<file path="config.mk">
export PLATFORM = sky130hd
export DESIGN_NAME = tftp_hdr_encode
export DESIGN_NICKNAME = d
export VERILOG_FILES = /design/src/rtl/tftp_hdr_encode.sv
export SDC_FILE = /design/constraint.sdc
export NUM_CORES = 1
export LEC_CHECK = 0
export CELL_PAD_IN_SITES_DETAIL_PLACEMENT = 0
export CELL_PAD_IN_SITES_GLOBAL_PLACEMENT = 2
export CORE_ASPECT_RATIO = 1.2
export CORE_MARGIN = 8
export CORE_UTILIZATION = 29
export CTS_CLUSTER_SIZE = 30
export DETAILED_ROUTE_END_ITERATION = 6
export HOLD_SLACK_MARGIN = 0.02
export PLACE_DENSITY = 0.86
export SETUP_SLACK_MARGIN = 0.05
export SLEW_MARGIN = 0
export SYNTH_ARGS = -nofsm -noshare
export SYNTH_HDL_FRONTEND = slang
export SYNTH_SLANG_ARGS = --single-unit
</file>
<file path="constraint.sdc">
create_clock -name clk -period 3.8 [get_ports clk]
set_input_delay 0.38 -clock clk [delete_from_list [all_inputs] [get_ports clk]]
set_output_delay 0.38 -clock clk [all_outputs]
set_load 0.005 [all_outputs]
</file>
<file path="src/rtl/tftp_hdr_encode.sv">
// TFTP header byte-stream encoder for DATA, ACK and ERROR packets.
// Emits opcode and block/error fields over a valid/ready byte stream.
module tftp_hdr_encode #(
  parameter bit ERR_TERM = 1'b1
) (
  input  logic        clk,
  input  logic        reset,
  input  logic        start,
  input  logic [1:0]  pkt_type,
  input  logic [15:0] block_no,
  input  logic [7:0]  err_code,
  input  logic        tx_ready,
  output logic [7:0]  tx_data,
  output logic        tx_valid,
  output logic        tx_last,
  output logic        busy,
  output logic        done,
  output logic        bad_type
);

  localparam logic [1:0] T_ERR = 2'b10;
  localparam logic [1:0] T_BAD = 2'b11;

  typedef enum logic {IDLE, SEND} state_t;

  state_t      state_q, state_d;
  logic [2:0]  idx_q, idx_d;
  logic [1:0]  typ_q;
  logic [15:0] blk_q;
  logic [7:0]  ec_q;
  logic        done_q, bad_q;
  logic        accept, xfer;
  logic [2:0]  last_idx;

  assign accept   = (state_q == IDLE) & start
                  & (pkt_type != T_BAD);
  assign last_idx = ((typ_q == T_ERR) && ERR_TERM)
                  ? 3'd4 : 3'd3;
  assign tx_valid = (state_q == SEND);
  assign tx_last  = tx_valid & (idx_q == last_idx);
  assign xfer     = tx_valid & tx_ready;
  assign busy     = (state_q == SEND);
  assign done     = done_q;
  assign bad_type = bad_q;

  always_comb begin
    state_d = state_q;
    idx_d   = idx_q;
    unique case (state_q)
      IDLE: begin
        if (accept) begin
          state_d = SEND;
          idx_d   = 3'd0;
        end
      end
      SEND: begin
        if (xfer) begin
          if (tx_last) begin
            state_d = IDLE;
            idx_d   = 3'd0;
          end else begin
            idx_d = idx_q + 3'd1;
          end
        end
      end
    endcase
  end

  // Opcode is 3/4/5 for DATA/ACK/ERROR, i.e. 3 + type
  always_comb begin
    tx_data = 8'h00;
    if (state_q == SEND) begin
      case (idx_q)
        3'd0: tx_data = 8'h00;
        3'd1: tx_data = 8'h03 + {6'd0, typ_q};
        3'd2: tx_data = (typ_q == T_ERR)
                      ? 8'h00 : blk_q[15:8];
        3'd3: tx_data = (typ_q == T_ERR)
                      ? ec_q : blk_q[7:0];
        default: tx_data = 8'h00;
      endcase
    end
  end

  always_ff @(posedge clk) begin
    if (reset) begin
      state_q <= IDLE;
      idx_q   <= 3'd0;
      typ_q   <= 2'b00;
      blk_q   <= 16'h0000;
      ec_q    <= 8'h00;
      done_q  <= 1'b0;
      bad_q   <= 1'b0;
    end else begin
      state_q <= state_d;
      idx_q   <= idx_d;
      if (accept) begin
        typ_q <= pkt_type;
        blk_q <= block_no;
        ec_q  <= err_code;
      end
      done_q <= xfer & tx_last;
      bad_q  <= (state_q == IDLE) & start
              & (pkt_type == T_BAD);
    end
  end

endmodule

</file>
==> out/qor.tcl <==
set qor(remaining_antenna_violation_count) 0
set qor(routed_via_density) 5.15
set qor(critical_path.reg2reg.endpoint) {ec_q[3]}
set qor(startpoint) {typ_q[0]}
set qor(timing.setup.tns_ns) 0
set qor(rsz0062_at_grt) {false}
set qor(synth_seq_area_share) 0.401
set qor(grt_first_pass_wirelength_mm) 7.85
set qor(die_area_sq_um) 8150
set qor(largest_net_degree_at_the_start_of_global_routing) 28
set qor(ctsLongestPathBuffers) 2
set qor(global_route.overflow_total) 0
set qor(synthTopCellsByCount) {sky130_fd_sc_hd__dfxtp_1 (32), sky130_fd_sc_hd__a21oi_1 (26), sky130_fd_sc_hd__nand3_1 (24)}
set qor(post_drt_wl_per_cell_um) 15.7
set qor(critPathTopFamily) {simple AND/OR/NAND/NOR gates}
set qor(clock_tree.root_cell) {sky130_fd_sc_hd__clkbuf_8}
set qor(crit_buf_inv) 2
set qor(path_cells) {inv_1 > ha_1 > nor3b_2 > a222oi_1 > nor2_1 > clkdlybuf4s50_1}
set qor(design_area_sq_um) 2100
set qor(netlist.area_leader.share) 0.401
set qor(clk-insertion-delay-late_ns) 0.28
set qor(synth_warnings) 0
set qor(first_global_vias) 1524
set qor(vdd_ir_drop_max_v) 0.000206
set qor(antenna-diode-count) 0
set qor(power_density_nw_per_um2) 353
set qor(netlist-cell-type-count) 33
set qor(synthesized_area_sq_um) 1600
set qor(clock_tree_sinks) 32
set qor(worst_r2r_startpoint) {busy}
set qor(io_pins) 43
set qor(floorplan.initialDensity) 0.302
set qor(num_rows) 29
set qor(synth_top_cell_by_area) {sky130_fd_sc_hd__dfxtp_1}
set qor(fmax_ghz) 0.365
set qor(yosys-top-cells-area) {sky130_fd_sc_hd__dfxtp_1 (40%), sky130_fd_sc_hd__a21oi_1 (8.1%), sky130_fd_sc_hd__nand3_1 (7.5%)}
set qor(post_cts_resize_count) 0
set qor(outcome) {finished, final reports clean}
set qor(async_reset_ff_frac) 0
set qor(finalWorstPathRequiredPeriod_ns) 2.74
set qor(dieWidth_um) 83.8
set qor(period_share) 0.721
set qor(stdcell_count) 286
set qor(routability_congestion) 0.792
set qor(detail_route.wirelength_mm) 4.49
set qor(cts_buffers) 5
set qor(setup-violations-final) 0
set qor(synth-main-ff-cell) {sky130_fd_sc_hd__dfxtp_1}
set qor(cts.clk_slew.worst_paths_ns) 0.06
set qor(die_height_um) 97.3
set qor(dr.first_iter.drc_count) 115
set qor(postSynthRegisterBits) 32
set qor(tritoncts) {done}
set qor(route.detailed.drc) 0
set qor(postSynthAreaPerCell_sq_um) 8.41
set qor(power_leakage_nw) 0.734
set qor(layout_skew_ns) 0.00542
set qor(synth-edff-count) 0
set qor(numPortBuffers) 42
set qor(maxSlewHeadroom) 0.412
set qor(fin_max_slew_vios) 0
set qor(maxCapViolCount) 0
set qor(core_area_sq_um) 5300
set qor(timing_worst_setup_path_type) {reg -> out}
set qor(detailed_place_hpwl_mm) 3.29
set qor(worst-endpoint-required_ns) 3.42
set qor(numPlacedInstances) 278
set qor(cts_hold_repair.buffers) 0
set qor(hold-path-cell-count) 2
set qor(syn2layout_area_growth_pct) 31.7
set qor(cts_setup_buffers) 0
set qor(drive_gt1_frac) 0.0893
set qor(syn_nets) 226
set qor(setup.worst_path.end) {tx_data[0]}
set qor(worst-path-max-fanout) 11
set qor(placed_area_sq_um) 2010
set qor(rrSetupSlack_ns) 2.01
set qor(yosys.cell_count.top_type) {sky130_fd_sc_hd__dfxtp_1}
set qor(finalHoldViolations) 0
set qor(total_via_count_after_detailed_routing) 1473
set qor(endpoint_kind) {output port}
set qor(fin_nets) 259
set qor(report.power.total_mw) 0.743
set qor(finish.utilization) 0.397
set qor(worst_hold_path_type) {reg -> reg}
set qor(worst_setup_path_start_kind) {flop}
set qor(synthesis.instances) 190
set qor(cp.arrival_ns) 2.36
set qor(tightest_slew_ns) 0.882
set qor(globalRouteTotalUtil) 0.116
set qor(h_tree_depth) 2
set qor(critPathSlowestCell) {sky130_fd_sc_hd__clkdlybuf4s50_1}
set qor(cpPeakStageDelay_ns) 0.52
set qor(drt_first_pass_iters) 4
set qor(grt_antenna_before_repair) 0
set qor(critical_path_depth) 6
set qor(worst_r2r_path_depth) 4
[sequential cells by signal (all words and copies together), names as in the netlist]
signal and cells:
bad_type 1, blk_q 16, busy 1, done 1, ec_q 8, idx_q 3
typ_q 2
[logic make-up (layout without fill, tap and decap cells)]
kind of cell | count (synthesis) | count (layout) | share of synthesized area
fa+ha+maj | 6 | 6 | 0.0470
flops | 32 | 32 | 0.401
buf+inv | 26 | 60 | 0.0791
simple gates | 53 | 53 | 0.175
compound gates | 65 | 65 | 0.241
mux | 8 | 8 | 0.0564
[report_power, final]
group | internal [mW] | total, mW | switching (mW)
clock network | 0.148 | 0.270 | 0.122
registers | 0.353 | 0.364 | 0.0112
logic | 0.0553 | 0.109 | 0.0539
total | 0.556 | 0.743 | 0.187
[worst register-to-register path, stage by stage (launching register included)]
cell,delay [ns]
sky130_fd_sc_hd__dfxtp_1,0.40
sky130_fd_sc_hd__nor2b_1,0.71
sky130_fd_sc_hd__buf_4,0.33
sky130_fd_sc_hd__nand3_1,0.12
sky130_fd_sc_hd__a21oi_1,0.17
[metrics by stage]
step | hold slack [ns] | setup WS (ns)
4_1_cts | 0.480 | 0.990
3_5_place_dp | 0.471 | 1.30
5_1_grt | 0.502 | 0.751
6_report | 0.477 | 1.06
2_1_floorplan | 0.450 | 2.07
3_3_place_gp | 0.463 | 1.36
[placed cells by master (no fill, tap or decap), drive strengths merged]
| cell type | instances |
|---|---|
| clkdlybuf4s50 | 42 |
| dfxtp | 32 |
| a21oi | 26 |
| nand3 | 24 |
| o21ai | 24 |
| nor2 | 11 |
| inv | 8 |
| mux2 | 8 |
| clkbuf | 8 |
| ha | 6 |
| a22oi | 5 |
| nor3b | 4 |
| a222oi | 3 |
| nand2 | 3 |
| nor3 | 3 |
| o211ai | 2 |
| nor2b | 2 |
| buf | 2 |
| and2 | 2 |
| and4bb | 1 |
| a31o | 1 |
| nand2b | 1 |
| a311oi | 1 |
| o2111ai | 1 |
| o41ai | 1 |
| or2 | 1 |
| nor4 | 1 |
| a41o | 1 |
[worst min-delay path by stage]
stage               endpoint  startpoint  slack [ns]
detailed placement   ec_q[1]     ec_q[1]        0.47
global placement    blk_q[6]    blk_q[6]        0.46
global route        blk_q[6]    blk_q[6]        0.50
finish              blk_q[8]    blk_q[8]        0.48
CTS                  ec_q[1]     ec_q[1]        0.48
floorplan            ec_q[0]     ec_q[0]        0.45
[area by class of cell]
| class | instances | area [sq um] |
|---|---|---|
| inverter | 8 | 30.0 |
| tap | 62 | 77.6 |
| sequential | 32 | 641 |
| fill | 549 | 3190 |
| multi-input combinational | 132 | 831 |
| timing repair buffer | 44 | 435 |
| clock buffer | 8 | 90.1 |
[per-layer routing]
| layer | vias up | global-route usage | wire length [um] |
|---|---|---|---|
| met4 | 0 | 0.0533 | 33 |
| met5 | - | 0 | 0 |
| met3 | 2 | 0.0268 | 185 |
| met1 | 687 | 0.143 | 2090 |
| li1 | 754 | - | - |
| met2 | 30 | 0.183 | 2190 |
No activity file was read; power rests on OpenSTA's default activity.
